### src/rtl/sseg_scan_driver.sv
// Time-multiplexed seven-segment driver: scans DIGITS hex digits with a
// double-buffered value that only changes at frame boundaries.
module sseg_scan_driver #(
  parameter int DIGITS           = 4,
  parameter int REFRESH_DIV      = 50000,
  parameter bit ANODE_ACTIVE_LOW = 1'b1,
  parameter bit CATHODE_INVERT   = 1'b0
) (
  input  logic                  Clk,
  input  logic                  Reset,
  input  logic                  Enable,
  input  logic                  Load,
  input  logic [4*DIGITS-1:0]   Num,
  input  logic [DIGITS-1:0]     Dp,
  input  logic                  LzBlank,
  output logic [DIGITS-1:0]     Anode,
  output logic [7:0]            Cathode,
  output logic                  Pending,
  output logic                  FrameTick
);

  localparam int IW = (DIGITS > 1) ? $clog2(DIGITS) : 1;
  localparam int PW = (REFRESH_DIV > 1) ? $clog2(REFRESH_DIV) : 1;
  localparam logic [IW-1:0]     LAST_IDX     = IW'(DIGITS - 1);
  localparam logic [PW-1:0]     LAST_PRESC   = PW'(REFRESH_DIV - 1);
  localparam logic [DIGITS-1:0] ANODE_OFF    = ANODE_ACTIVE_LOW ? {DIGITS{1'b1}} : {DIGITS{1'b0}};
  localparam logic [7:0]        CATHODE_MASK = CATHODE_INVERT ? 8'hFF : 8'h00;

  function automatic logic [6:0] hex_to_seg(input logic [3:0] h);
    case (h)
      4'h0: hex_to_seg = 7'h3F;
      4'h1: hex_to_seg = 7'h06;
      4'h2: hex_to_seg = 7'h5B;
      4'h3: hex_to_seg = 7'h4F;
      4'h4: hex_to_seg = 7'h66;
      4'h5: hex_to_seg = 7'h6D;
      4'h6: hex_to_seg = 7'h7D;
      4'h7: hex_to_seg = 7'h07;
      4'h8: hex_to_seg = 7'h7F;
      4'h9: hex_to_seg = 7'h6F;
      4'hA: hex_to_seg = 7'h77;
      4'hB: hex_to_seg = 7'h7C;
      4'hC: hex_to_seg = 7'h39;
      4'hD: hex_to_seg = 7'h5E;
      4'hE: hex_to_seg = 7'h79;
      4'hF: hex_to_seg = 7'h71;
      default: hex_to_seg = 7'h00;
    endcase
  endfunction

  logic [PW-1:0]       presc_r, presc_nxt_s;
  logic [IW-1:0]       idx_r, idx_nxt_s;
  logic [4*DIGITS-1:0] pend_num_r, pend_num_nxt_s, act_num_r, act_num_nxt_s;
  logic [DIGITS-1:0]   pend_dp_r, pend_dp_nxt_s, act_dp_r, act_dp_nxt_s;
  logic                pending_r, pending_nxt_s;
  logic [DIGITS-1:0]   anode_r, anode_nxt_s, onehot_s;
  logic [7:0]          cathode_r, cathode_nxt_s;
  logic                frametick_r;
  logic                wrap_s, boundary_s, higher_nz_s, blank_s;
  logic [3:0]          digit_s;
  logic [6:0]          seg_s;

  assign wrap_s     = Enable && (presc_r == LAST_PRESC);
  assign boundary_s = wrap_s && (idx_r == LAST_IDX);

  // Scan counters and double-buffer next state
  always_comb begin
    presc_nxt_s    = presc_r;
    idx_nxt_s      = idx_r;
    act_num_nxt_s  = act_num_r;
    act_dp_nxt_s   = act_dp_r;
    pend_num_nxt_s = pend_num_r;
    pend_dp_nxt_s  = pend_dp_r;
    pending_nxt_s  = pending_r;
    if (wrap_s) begin
      presc_nxt_s = '0;
      idx_nxt_s   = (idx_r == LAST_IDX) ? '0 : idx_r + IW'(1);
    end else if (Enable) begin
      presc_nxt_s = presc_r + PW'(1);
    end else begin
      presc_nxt_s = presc_r;
    end
    // A load landing on the boundary bypasses the pending buffer entirely
    if (boundary_s) begin
      pending_nxt_s = 1'b0;
      if (Load) begin
        act_num_nxt_s = Num;
        act_dp_nxt_s  = Dp;
      end else if (pending_r) begin
        act_num_nxt_s = pend_num_r;
        act_dp_nxt_s  = pend_dp_r;
      end else begin
        act_num_nxt_s = act_num_r;
      end
    end else if (Load) begin
      pend_num_nxt_s = Num;
      pend_dp_nxt_s  = Dp;
      pending_nxt_s  = 1'b1;
    end else begin
      pending_nxt_s = pending_r;
    end
  end

  // Output decode from next-state values so outputs track the index without skew
  always_comb begin
    digit_s     = act_num_nxt_s[{idx_nxt_s, 2'b00} +: 4];
    higher_nz_s = 1'b0;
    onehot_s    = '0;
    for (int j = 0; j < DIGITS; j++) begin
      if ((IW'(j) >= idx_nxt_s) && (act_num_nxt_s[4*j +: 4] != 4'h0)) begin
        higher_nz_s = 1'b1;
      end else begin
        higher_nz_s = higher_nz_s;
      end
      onehot_s[j] = Enable && (idx_nxt_s == IW'(j));
    end
    blank_s = LzBlank && (idx_nxt_s != '0) && !higher_nz_s;
    seg_s   = blank_s ? 7'h00 : hex_to_seg(digit_s);
    if (Enable) begin
      anode_nxt_s   = ANODE_ACTIVE_LOW ? ~onehot_s : onehot_s;
      cathode_nxt_s = {act_dp_nxt_s[idx_nxt_s], seg_s} ^ CATHODE_MASK;
    end else begin
      anode_nxt_s   = ANODE_OFF;
      cathode_nxt_s = CATHODE_MASK;
    end
  end

  // State and registered outputs
  always_ff @(posedge Clk) begin
    if (Reset) begin
      presc_r     <= '0;
      idx_r       <= '0;
      pend_num_r  <= '0;
      pend_dp_r   <= '0;
      act_num_r   <= '0;
      act_dp_r    <= '0;
      pending_r   <= 1'b0;
      anode_r     <= ANODE_OFF;
      cathode_r   <= CATHODE_MASK;
      frametick_r <= 1'b0;
    end else begin
      presc_r     <= presc_nxt_s;
      idx_r       <= idx_nxt_s;
      pend_num_r  <= pend_num_nxt_s;
      pend_dp_r   <= pend_dp_nxt_s;
      act_num_r   <= act_num_nxt_s;
      act_dp_r    <= act_dp_nxt_s;
      pending_r   <= pending_nxt_s;
      anode_r     <= anode_nxt_s;
      cathode_r   <= cathode_nxt_s;
      frametick_r <= boundary_s;
    end
  end

  assign Anode     = anode_r;
  assign Cathode   = cathode_r;
  assign Pending   = pending_r;
  assign FrameTick = frametick_r;

endmodule

### config.mk
export PLATFORM = sky130hd
export DESIGN_NAME = sseg_scan_driver
export DESIGN_NICKNAME = d
export VERILOG_FILES = /design/src/rtl/sseg_scan_driver.sv
export SDC_FILE = /design/constraint.sdc
export NUM_CORES = 1
export LEC_CHECK = 0
export CORE_ASPECT_RATIO = 1.1
export CORE_MARGIN = 2
export CORE_UTILIZATION = 50
export DETAILED_ROUTE_END_ITERATION = 10
export PLACE_DENSITY = 0.72
export SYNTH_ARGS = -nofsm -noshare
export SYNTH_HDL_FRONTEND = slang
export SYNTH_SLANG_ARGS = --single-unit
### constraint.sdc
create_clock -name Clk -period 9.3 [get_ports Clk]
set_input_delay 0.93 -clock Clk [delete_from_list [all_inputs] [get_ports Clk]]
set_output_delay 0.93 -clock Clk [all_outputs]
set_load 0.1 [all_outputs]
# After elaboration in Yosys (flattened, before gate mapping)
# Memory sizes are Yosys's and may differ from the RTL's. A register that Yosys moved wholly into a read port is not among the register bits.
# Cells that the tools add are included.
# word_totals
in_bits	25
mem_count	1
ff_bits	65
romBits	112
output_inout_bits	14
elab_cells	65
# memory_table
memory	depth	word_bits	rd	rd_clocked_by_memory_dff	wr	line	rtl
(no name shown)	16	7	1	1	0	30	case (h)
# op_classes
order_cmp	5
shifts	1
reduce_logical	24
n_addsub	2
n_eq_ne	5
muxes	14
bitwise_logic	3
# op_table
op	count
16-bit 2-to-1 mux	3
16-bit by 1-bit adder with 16-bit output (second input constant)	1
16-bit equality test (second input constant)	1
4-bit nonzero test	4
16-bit by 5-bit indexed part select with 4-bit output	1
1-bit logical AND	12
4-bit 2-to-1 mux	3
2-bit equality test (second input constant)	3
2-bit OR reduction	3
1-bit 2-to-1 mux	5
1-bit by 2-bit >= comparator with 1-bit output (first input constant)	2
2-bit >= comparator (first input constant)	2
2-bit 2-to-1 mux	2
4-bit NOT	1
2-bit by 3-bit < comparator with 1-bit output (second input constant)	1
3-bit OR reduction	1
2-bit by 1-bit adder with 2-bit output (second input constant)	1
1-bit binary-select mux with 2-bit select	1
2-bit by 1-bit equality test with 1-bit output (second input constant)	1
2-bit zero test	1
1-bit NOT	2
2-bit AND reduction	1
2-bit nonzero test	1
1-bit zero test	1

# Logic depth before layout (Yosys ltp)
# logic_depth
word_depth	13
mapped_depth	16
ltp_nobuf	13

# Worst setup path after synthesis
# Ideal clock, no wire load.
# synth_timing
path_kind	flip-flop to flip-flop
startpoint	reg pending_r (netlist: Pending)
endpoint	reg cathode_r[5] (netlist: Cathode[5])
path_stages_with_launch	13
slack_ps	5674
synth_period_minus_slack_ps	3626
setup_time_ps	86
required_ps	9214
n_path_buf	3
arrival_time_ps	3541
cell_sequence	dfxtp_1 clkbuf_1 buf_1 clkbuf_1 nand2_1 o31ai_1 a221oi_1 o211a_1 a21oi_1 inv_1 ha_1 mux2_1 a211oi_1
# synth_via
elab_chain_len	12
word_cells_on_any_way	19
classes_between	shift: 1; mux: 7; reduce/logical: 11
# synth_lines
element	line	rtl
start: declaration	55	logic pending_r, pending_nxt_s;
start signal: assignment	148	pending_r <= pending_nxt_s;
16-bit 2-to-1 mux *	89	end else if (pending_r) begin
16-bit 2-to-1 mux *	86	if (Load) begin
16-bit 2-to-1 mux *	84	if (boundary_s) begin
4-bit nonzero test	110	if ((IW'(j) >= idx_nxt_s) && (act_num_nxt_s[4*j +: 4] != 4'h0)) begin
1-bit logical AND	110	
1-bit 2-to-1 mux (4 in a row)	110	
1-bit zero test	117	blank_s = LzBlank && (idx_nxt_s != '0) && !higher_nz_s;
1-bit logical AND	117	
3-bit OR reduction (no source line)	-	
end: declaration	57	logic [7:0] cathode_r, cathode_nxt_s;
# Mark *: on every way between the ends. The rest lies on a longest branch, timed or not.
# A chain may end at the register's enable or synchronous reset.

# Worst setup path after layout
# layout_timing
startpoint	in Enable
endpoint	reg cathode_r[5] (netlist: Cathode[5])
# layout_via
elab_chain_len	12
word_cells_on_any_way	27
classes_between	order compare: 4; shift: 1; mux: 6; bitwise: 1; reduce/logical: 15
# layout_lines
element	line	rtl
start: declaration	11	input logic Enable,
1-bit logical AND	63	assign wrap_s = Enable && (presc_r == LAST_PRESC);
1-bit logical AND	64	assign boundary_s = wrap_s && (idx_r == LAST_IDX);
16-bit 2-to-1 mux	84	
4-bit nonzero test	110	
1-bit logical AND	110	
1-bit 2-to-1 mux (4 in a row)	110	
1-bit zero test	117	
1-bit logical AND	117	
3-bit OR reduction (no source line)	-	
# Parallel ways exist; a longest one is shown, timed or not.

==> flow_summary.ini <==
[floorplanning]
ios = 39
rows = 32
start_util = 0.5175
core_area_um2 = 7007
die-area_um2 = 7950
fp.dieH_um = 93.32
die_x_um = 85.20

[worst_setup_path]
required_ps = 9550
crit_path_start_kind = input pin
rr_worst_depth = 12
critical_path_class = input pin to flop
cp_data_arrival_time_ps = 4980
path_max_fanout = 13
worst_setup_path_end_kind = flop

[global_routing]
first_global_vias = 3049
gr-total-overflow = 0
track_usage = 0.2220
antenna_found_initial = 0
grt_max_degree = 48
grt_pass1_wl_um = 14230

[power_and_ir_drop]
pwr-share-seq = 0.524
p_switching_mw = 0.1517
power.internal_mw = 0.4590
vdd_ir_drop_max_v = 0.00009641
switching_share = 0.2484
power.density_nw_per_um2 = 146.6
power_mw = 0.6107
p_comb_frac = 0.092
clockPowerShare = 0.384
cellLeakagePower_nw = 1.528

[layout]
areaGrowthSynthToFinish_pct = 14.91
fin_area_um2 = 4167
fillers = 648
fin_util = 0.5946
mostFrequentLayoutCells = dfxtp_1, nand2_1, nor2_1, clkdlybuf4s50_1, a21oi_1
layout.nets = 484
drive_above_1_share = 0.08571
antenna_cells = 0
final_common_cell = dfxtp_1
stdcell_count = 540

[place]
pre_cts_ws_ps = 4224
dp_hpwl_um = 5963
placed_area_um2 = 3986
gp_congestion = 0.8551
place_inst = 524
io_buffers = 38

[outcome]
status = completed

[routing]
wl_um = 8413
drc = 0
antenna_left = 0
wl_met2_um = 4066
drtIter0Drc = 221
top_layer = met4
m1WireLength_um = 3749
wl_per_cell_um = 15.58
route.vias.total = 3059
wl_met3_um = 418
firstDrtPassIters = 4
vias_per_cell = 5.665

[sta]
fin_hold_ws_ps = 458.3
slew_headroom = 0.3497
rsz0062_at_grt = false
final.setup.tns_ps = 0
fmax_mhz = 211.5
worstMarginPinSlew_ps = 972.4
finalHoldViolations = 0
final-max-slew-violation-count = 0
min_period_ps = 4727
finalSetupViolCount = 0
setup_ws_ps = 4573
fin_crit_sh = 0.5083
worst_clock_skew_ps = 8.172

[synthesis]
ys_ff_latch = 72
synth_edf_count = 0
ys_seq_area_frac = 0.3975
synthFlopType = dfxtp_1
synth-compound-area-share = 0.1867
syn_nets = 458
ys_warn_count = 0
synthMuxAreaShare = 0.03934
avgSynthCellArea_um2 = 8.552
synth_top_family_by_area = simple AND/OR/NAND/NOR gates
synth_cells = 424
synth_cell_type_count = 60
synth_area_um2 = 3626
async_flop_share = 0
synthXorXnorAreaFrac = 0.03623
synthAdderAreaFrac = 0.03106
synth-simple-area-share = 0.2609

[clock_tree]
clock-root-buffer = clkbuf_8
numCtsBuffers = 9
postCtsSetupRepairBufs = 0
path_clk_slew_ps = 70
h-tree-depth = 3
cts.path.max_buffers = 2
postCtsHoldBufs = 0
clock_sinks = 72
cts_tree = yes
cts.repair.resized = 0
clk_latency_ps = 340

[worst_hold_path]
hold_class = flop to flop
hold_path_depth = 2

[flow_run]
max_cap_violations = 0
-- metal layers --
layer / vias up / track usage
li1: 1547 / -
met1: 1426 / 0.2838
met2: 70 / 0.3685
met3: 16 / 0.03707
met4: 0 / 0.09524
met5: - / 0
-- power by group through the flow --
stage	Clock, mW	Sequential, mW	Combinational (mW)
after detailed placement	0	0.327	0.0561
after global placement	0	0.327	0.0558
after global routing	0.252	0.321	0.0606
after floorplan	0	0.340	0.0218
after CTS	0.241	0.320	0.0564
final	0.234	0.320	0.0563
-- layout make-up --
class                           count  area [µm²]  share of cell area
Timing Repair Buffer               42       410.4             0.09850
Multi-Input combinational cell    320        2009              0.4823
Clock buffer                       12       135.1             0.03243
Clock inverter                      4       45.04             0.01081
Inverter                            5       18.77            0.004505
Sequential cell                    72        1441              0.3459
Tap cell                           85       106.4             0.02553
-- state kept, by name, indices dropped and copies added (netlist names) --
register    count
pend_num_r     16
pend_dp_r       4
presc_r        16
Cathode         8
act_dp_r        4
idx_r           2
FrameTick       1
Anode           4
act_num_r      16
Pending         1
-- worst paths after layout --
path | from | endpoint | slack [ps]
worst min register to register | pend_num_r[15] | pend_num_r[15] | 460
worst min-delay path | pend_num_r[15] | pend_num_r[15] | 460
worst max register to register | presc_r[0] | Cathode[5] | 5230
worst max-delay path | Enable | Cathode[5] | 4570
-- critical path, stage by stage --
cell and delay, ps:
clkdlybuf4s50_1 600, and4_1 410, nand4_1 560, nor2_1 540, a31oi_1 140, o21ai_0 230, o21ai_0 110, a21oi_1 440
inv_1 190, ha_1 280, mux2_1 300, a211oi_1 250
-- cells by family after synthesis --
logic type / after synthesis
fa+ha+maj: 9
simple gates: 190
mux: 13
compound gates: 93
xor+xnor: 15
flops: 72
buf+inv: 32
-- Yosys cell counts, drive strengths merged (7+ instances only) --
master / count / share of area
xor2: 11 / 0.027
ha: 9 / 0.031
mux2i: 9 / 0.026
nor2: 60 / 0.063
dfxtp: 72 / 0.40
buf: 11 / 0.027
o2bb2ai: 7 / 0.017
clkbuf: 16 / 0.017
nand3: 12 / 0.017
a211oi: 10 / 0.028
nor2b: 12 / 0.021
nand2: 62 / 0.071
nor3: 18 / 0.025
a21oi: 37 / 0.051
Note: power is estimated with default switching activity, not from simulation.
